===== config.mk =====
export PLATFORM = sky130hd
export DESIGN_NAME = mem_access_unit
export DESIGN_NICKNAME = d
export VERILOG_FILES = /design/src/rtl/cpu8_pkg.sv /design/src/rtl/mem_access_unit.sv
export SDC_FILE = /design/constraint.sdc
export NUM_CORES = 1
export LEC_CHECK = 0
export BUFFER_PORTS_ARGS = -buffer_cell sky130_fd_sc_hd__buf_2
export CORE_MARGIN = 4
export CORE_UTILIZATION = 40
export DETAILED_ROUTE_END_ITERATION = 8
export GPL_ROUTABILITY_DRIVEN = 0
export HOLD_SLACK_MARGIN = 0.05
export PLACE_DENSITY = 0.79
export SLEW_MARGIN = 5
export SYNTH_ARGS = -nofsm -noshare
export SYNTH_HDL_FRONTEND = slang
export SYNTH_SLANG_ARGS = --single-unit
export TNS_END_PERCENT = 30

===== constraint.sdc =====
create_clock -name clk -period 1.7 [get_ports clk]
set_input_delay 0.17 -clock clk [delete_from_list [all_inputs] [get_ports clk]]
set_output_delay 0.17 -clock clk [all_outputs]
set_load 0.01 [all_outputs]

===== src/rtl/cpu8_pkg.sv =====
// Shared definitions for the 8-bit CPU memory path: bus widths, memory map
// boundaries and the access-unit FSM state encoding.
package cpu8_pkg;

  localparam int ADDR_W = 8;
  localparam int DATA_W = 8;

  localparam logic [ADDR_W-1:0] ROM_TOP = 8'h7F;
  localparam logic [ADDR_W-1:0] IO_BASE = 8'hE0;

  typedef enum logic [2:0] {
    ARB    = 3'd0,
    F_CAP  = 3'd1,
    HOLD   = 3'd2,
    LS     = 3'd3,
    LS_CAP = 3'd4
  } mau_state_e;

  // True when the address lies in the read-only program region.
  function automatic logic in_rom(input logic [ADDR_W-1:0] addr,
                                  input logic [ADDR_W-1:0] top);
    return addr <= top;
  endfunction

endpackage


===== src/rtl/mem_access_unit.sv =====
// Arbitrates one single-ported memory between instruction fetch and a
// load/store requester; loads/stores win arbitration, stores to ROM fault.
module mem_access_unit
  import cpu8_pkg::*;
#(
  parameter logic [ADDR_W-1:0] RESET_PC = 8'h00,
  parameter logic [ADDR_W-1:0] ROM_TOP  = cpu8_pkg::ROM_TOP
) (
  input  logic              clk,
  input  logic              reset,
  output logic [ADDR_W-1:0] mem_address,
  output logic [DATA_W-1:0] mem_data_in,
  output logic              mem_write,
  input  logic [DATA_W-1:0] mem_data_out,
  output logic [DATA_W-1:0] instr,
  output logic [ADDR_W-1:0] instr_pc,
  output logic              instr_valid,
  input  logic              instr_ready,
  input  logic              ls_req,
  input  logic              ls_we,
  input  logic [ADDR_W-1:0] ls_addr,
  input  logic [DATA_W-1:0] ls_wdata,
  output logic              ls_ack,
  output logic [DATA_W-1:0] ls_rdata,
  output logic              ls_fault,
  input  logic              jump,
  input  logic [ADDR_W-1:0] jump_target
);

  mau_state_e        r_state;
  logic [ADDR_W-1:0] r_pc;
  logic              r_ls_we;
  logic [ADDR_W-1:0] r_ls_addr;
  logic [DATA_W-1:0] r_ls_wdata;
  logic [DATA_W-1:0] r_instr;
  logic [ADDR_W-1:0] r_instr_pc;
  logic              r_instr_valid;
  logic              r_ls_ack;
  logic [DATA_W-1:0] r_ls_rdata;
  logic              r_ls_fault;

  logic              w_ls_take;
  logic              w_ls_write_ok;

  // A request is not accepted in its own ack cycle, so a requester still
  // holding ls_req there is not serviced twice.
  assign w_ls_take     = ls_req && !r_ls_ack;
  assign w_ls_write_ok = r_ls_we && !in_rom(r_ls_addr, ROM_TOP);

  // Memory-side outputs depend only on registered state.
  always_comb begin
    mem_address = (r_state == LS) ? r_ls_addr : r_pc;
    mem_data_in = r_ls_wdata;
    mem_write   = (r_state == LS) && w_ls_write_ok;
  end

  assign instr       = r_instr;
  assign instr_pc    = r_instr_pc;
  assign instr_valid = r_instr_valid;
  assign ls_ack      = r_ls_ack;
  assign ls_rdata    = r_ls_rdata;
  assign ls_fault    = r_ls_fault;

  always_ff @(posedge clk or negedge reset) begin
    if (!reset) begin
      r_state       <= ARB;
      r_pc          <= RESET_PC;
      r_ls_we       <= 1'b0;
      r_ls_addr     <= '0;
      r_ls_wdata    <= '0;
      r_instr       <= '0;
      r_instr_pc    <= '0;
      r_instr_valid <= 1'b0;
      r_ls_ack      <= 1'b0;
      r_ls_rdata    <= '0;
      r_ls_fault    <= 1'b0;
    end else begin
      r_ls_ack   <= 1'b0;
      r_ls_fault <= 1'b0;
      case (r_state)
        ARB: begin
          if (w_ls_take) begin
            r_ls_we    <= ls_we;
            r_ls_addr  <= ls_addr;
            r_ls_wdata <= ls_wdata;
            r_state    <= LS;
          end else if (jump) begin
            // The address already presented is stale; re-arbitrate at the target.
            r_state <= ARB;
          end else begin
            r_state <= F_CAP;
          end
        end
        F_CAP: begin
          if (jump) begin
            r_state <= ARB;
          end else begin
            r_instr       <= mem_data_out;
            r_instr_pc    <= r_pc;
            r_instr_valid <= 1'b1;
            r_pc          <= r_pc + 8'd1;
            r_state       <= HOLD;
          end
        end
        HOLD: begin
          if (jump || instr_ready) begin
            r_instr_valid <= 1'b0;
            r_state       <= ARB;
          end
        end
        LS: begin
          if (r_ls_we) begin
            r_ls_ack   <= 1'b1;
            r_ls_fault <= !w_ls_write_ok;
            r_state    <= ARB;
          end else begin
            r_state <= LS_CAP;
          end
        end
        LS_CAP: begin
          r_ls_rdata <= mem_data_out;
          r_ls_ack   <= 1'b1;
          r_state    <= ARB;
        end
        default: r_state <= ARB;
      endcase
      if (jump) begin
        r_pc <= jump_target;
      end
    end
  end

endmodule

### Word level (Yosys, flattened, before mapping)

Index checks and enable logic that the tools add are counted.

* register bits after elaboration: 55
* latch bits: 0
* bits in writable memories: 0
* bits in read-only memories: 0
* input port bits: 38
* memories: 0

* add/sub/neg operators: 1
* multiply operators: 0
* divide/modulo/power cells: 0
* $lt $le $gt $ge: 1
* equality and inequality tests: 6
* shifts and indexed selects: 0
* muxes and demuxes: 16
* bitwise logic cells: 1
* reduce and logical (&&, ||, !) cells: 13

Operator list (number)
* $mux W8: 3
* $pmux W3 S4: 1
* $add A8 B1 Y8 const B: 1
* $le A8 B7 Y1 const B: 1
* $eq A3 B2 Y1 const B: 2
* $mux W1: 6
* $mux W3: 2
* $mux W2: 2
* $ne A2 B2 Y1 const B: 2
* $pmux W1 S2: 2
* $reduce_and A2 Y1: 2
* $reduce_bool A2 Y1: 2
* $eq A3 B1 Y1 const B: 1
* $eq A3 B3 Y1 const B: 1
* $logic_and A1 B1 Y1: 3
* $logic_not A1 Y1: 3
* $logic_not A3 Y1: 1
* $reduce_and A3 Y1: 1
* $logic_or A1 B1 Y1: 1
* $not A1 Y1: 1

### Depth between registers and ports, before layout

* word-level depth: 6
* gate-level depth with buffers: 5
* depth with buffers taken out: 4

### Worst setup path before layout

Ideal clock, no wire load.

* path type: flip-flop to flip-flop
* start: reg r_state[1]
* end: reg r_instr[0], in the netlist instr[0]
* setup time: 0.125 ns
* data arrival time: 1.520 ns
* data required time: 1.575 ns
* setup slack: 0.055 ns
* stages on the path, launching flop included: 5
* path buffers: 2
* clock period less this slack: 1.645 ns
* cells stage by stage: dfrtp_1 buf_6 nor4b_4 buf_8 mux2_4

* longest elaborated chain between the ends: 2

RTL lines
* from (decl): line mem_access_unit.sv:30 `mau_state_e r_state;`
* from (signal assigned): line mem_access_unit.sv:66 `r_state <= ARB;`
* from (signal assigned): line mem_access_unit.sv:86 `r_state <= LS;`
* from (signal assigned): line mem_access_unit.sv:89 `r_state <= ARB;`
* $eq A3 B1 Y1: line mem_access_unit.sv:80 `case (r_state)`
* $reduce_and A2 Y1 (no line)
* to (signal assigned): line mem_access_unit.sv:98 `r_instr <= mem_data_out;`
* to (decl): line mem_access_unit.sv:35 `logic [DATA_W-1:0] r_instr;`

No other way between the ends.
A chain may end at the register's enable or synchronous reset.

### Final worst setup path

* start: reg r_state[2]
* end: out mem_address[5]

* longest elaborated chain between the ends: 2

RTL lines
* $eq A3 B2 Y1: line mem_access_unit.sv:52 `mem_address = (r_state == LS) ? r_ls_addr : r_pc;`
* $mux W8: line mem_access_unit.sv:52
* to (decl): line mem_access_unit.sv:11 `output logic [ADDR_W-1:0] mem_address,`

No other way between the ends.

==> key figures <==
Run status
  • Outcome: completed

STA
  • Layout Skew: around 6.6 ps
  • Fin. Hold Viols: 0
  • RSZ-0062 raised after global routing: true
  • Slew Limit Headroom: 74.4%
  • Final setup fails: 0
  • Fmax: ~620 MHz
  • Slew @ Worst Pin: 384 ps
  • Worst Hold Margin: 73.5 ps
  • Fin. max-slew vios: 0
  • Fin crit share: between 90% and 100%
  • Final worst setup slack: 80.4 ps
  • Tmin final: 1620 ps

Clock tree
  • CTS tree: done
  • Clk Latency, worst-skew pair: 300 ps
  • Clock buffer depth: 2
  • Clock sink count: 55
  • Clock transition at the registers of the reported paths: 90 ps
  • Cts bufs inserted: 5
  • H-Tree Depth: 2
  • CTS root buffer: clkbuf_8

Critical path
  • CP Class: reg -> out
  • Worst setup EP type: output port
  • FF-to-FF Start: r_state[1]
  • R2r setup slk: 160 ps
  • CP Data Arrival Time: 1450 ps
  • Required @ worst endpoint: 1530 ps
  • R2r endpoint: ls_rdata[6]
  • Reg2reg path depth: 3
  • Worst-path maximum fanout: 8
  • Startpoint Class: flop

Detailed routing
  • Vias: roughly 1700
  • DRT Wirelength: 5100 um
  • DRC: 0
  • Post-DRT Antenna Nets: 0
  • Via-to-Cell Ratio: roughly 5
  • Starting DRT DRC Count: around 120
  • Avg WL per Cell: roughly 14 um
  • Pre-antenna DRT Iters: 4

Global route
  • Total track usage: 14.2%
  • Number of global-route vias before repair: 1706
  • Pin count of the biggest net entering global routing: 56
  • First-pass GRT wire length: 8400 um
  • Gr ovfl total: 0
  • Initial antenna violation count: 0

Placement
  • Pre-CTS WS: 107 ps
  • Placed inst area: 2950 um2
  • Detailed Place HPWL: between 3000 and 4000 um
  • Number of port buffers: 81

Die
  • Row cnt: 28
  • Die ar.: roughly 7400 um2
  • CORE AREA: 5920 um2
  • Die Y: 86.1 um
  • Die X: 86.1 um
  • Initial core utilization: ~41%
  • IO Count: 82

Cells and area
  • Commonest non-fill, non-tap cell in the layout: buf_2
  • FILL cells: 551
  • Antenna cells: 0
  • Fin area: about 3000 um2
  • Post-route core utilization: 52.2%
  • Most frequent cells in the layout: buf_2, dfrtp_1, mux2_2, nand2_1, mux2_4
  • Area of the multi-input gates: 1000 um2
  • Layout cells sized above 1: 51.3%
  • Sequential Area: about 1400 um2
  • Area delta synth->final: 26.7%
  • Final net count: 317

Synth
  • Seq cells post-synth: 55
  • Synth unique cells: 38
  • Fraction of registers with async set/reset: 100%
  • EDFF count, synth: 0
  • Cells after synthesis: about 190
  • Seq/Total Area, Yosys: 56.5%
  • Mean Syn Cell Area: 12.8 um2
  • Post-Synthesis Cell Area: roughly 2400 um2
  • Synth Flop Type: dfrtp_1
  • Syn_nets: between 200 and 250
  • Yosys warnings: 0

Min path
  • Hold path depth: 3
  • Hold endpoint: r_pc[2]
  • Hold crit path type: in -> reg
  • Hold path start: jump_target[2]

Pwr
  • Maximum vdd drop: about 700 uV
  • Power Dens Cells: 1680 nW/um2
  • PnR Total Power: 5.18 mW
  • Static leakage: 1.53 nW

Flow run
  • Max-cap violation count: 0
[metrics by stage]
step                      TNS, ps  instances
final                           0        354
after detailed placement        0        342
after global routing         -131        354
after floorplan                 0        191
after CTS                       0        352
after global placement          0        342
[synth_stat cells, drive strengths merged (2+ instances only)]
master,n,area (um2)
nand3,5,30.0
and2,2,12.5
o31ai,2,15.0
o21ai,6,30.0
mux2,41,495
and4,3,26.3
a221o,2,20.0
nor3,2,10.0
nand2,30,113
dfrtp,55,1380
inv,2,7.51
nor2,6,22.5
nor3b,2,20.0
nor2b,4,25.0
clkbuf,4,15.0
and3,3,18.8
buf,6,46.3
[per-layer routing]
| metal | global-route usage, % | wire (um) | up-vias |
|---|---|---|---|
| met5 | 0 | 0 | - |
| met4 | 3.02 | 20 | 0 |
| met3 | 3.75 | 355 | 2 |
| met2 | 22.8 | 2540 | 53 |
| met1 | 19.4 | 2180 | 822 |
| li1 | - | - | 851 |
[power by group]
part / switching, mW / leakage, nW / internal (mW)
combinational: 0.955 / 0.814 / 1.19
sequential: 0.378 / 0.661 / 1.89
clock: 0.393 / 0.0515 / 0.373
[sequential cells by signal, summed over array words and instances (netlist names)]
name,count
ls_rdata,8
instr,8
instr_valid,1
instr_pc,8
mem_data_in,8
r_state,3
r_ls_addr,8
r_pc,8
ls_ack,1
r_ls_we,1
ls_fault,1
[worst max-delay path by stage]
stage               start        endpoint
4_1_cts        r_state[2]  mem_address[5]
2_1_floorplan  r_state[1]        instr[0]
5_1_grt        r_state[2]  mem_address[5]
3_5_place_dp   r_state[1]     ls_rdata[1]
6_report       r_state[2]  mem_address[5]
3_3_place_gp   r_state[1]     ls_rdata[5]
[worst max-delay path: stages, from the launching register on]
cell,delay [ps]
dfrtp_2,470
nand3b_1,330
nand2_1,150
nand2_1,60
buf_2,140
[what timing repair did]
action / in CTS / in global routing
hold buffers: 1 / 0
gates resized for setup: 3 / 1
pin swaps: 0 / 2
setup endpoints to repair: 9 / 9
setup buffers: 0 / 2
cloned: 1 / 0
hold endpoints to repair: 55 / 0
[cell type report]
cell class / count / share of cell area (%)
sequential: 55 / 44.7
tap: 75 / 3.04
multi-input combinational: 125 / 32.4
timing repair buffer: 89 / 16.4
clock buffer: 8 / 3.24
inverter: 2 / 0.243
[cell families after synthesis]
group	count (synthesis)	synth area share (%)
compound gates	14	4.00
xor+xnor	2	0.719
fa+ha+maj	1	0.513
buf+inv	12	2.82
flops	55	56.5
mux	42	20.7
simple gates	65	14.7
Note: power is estimated with default switching activity, not from simulation.
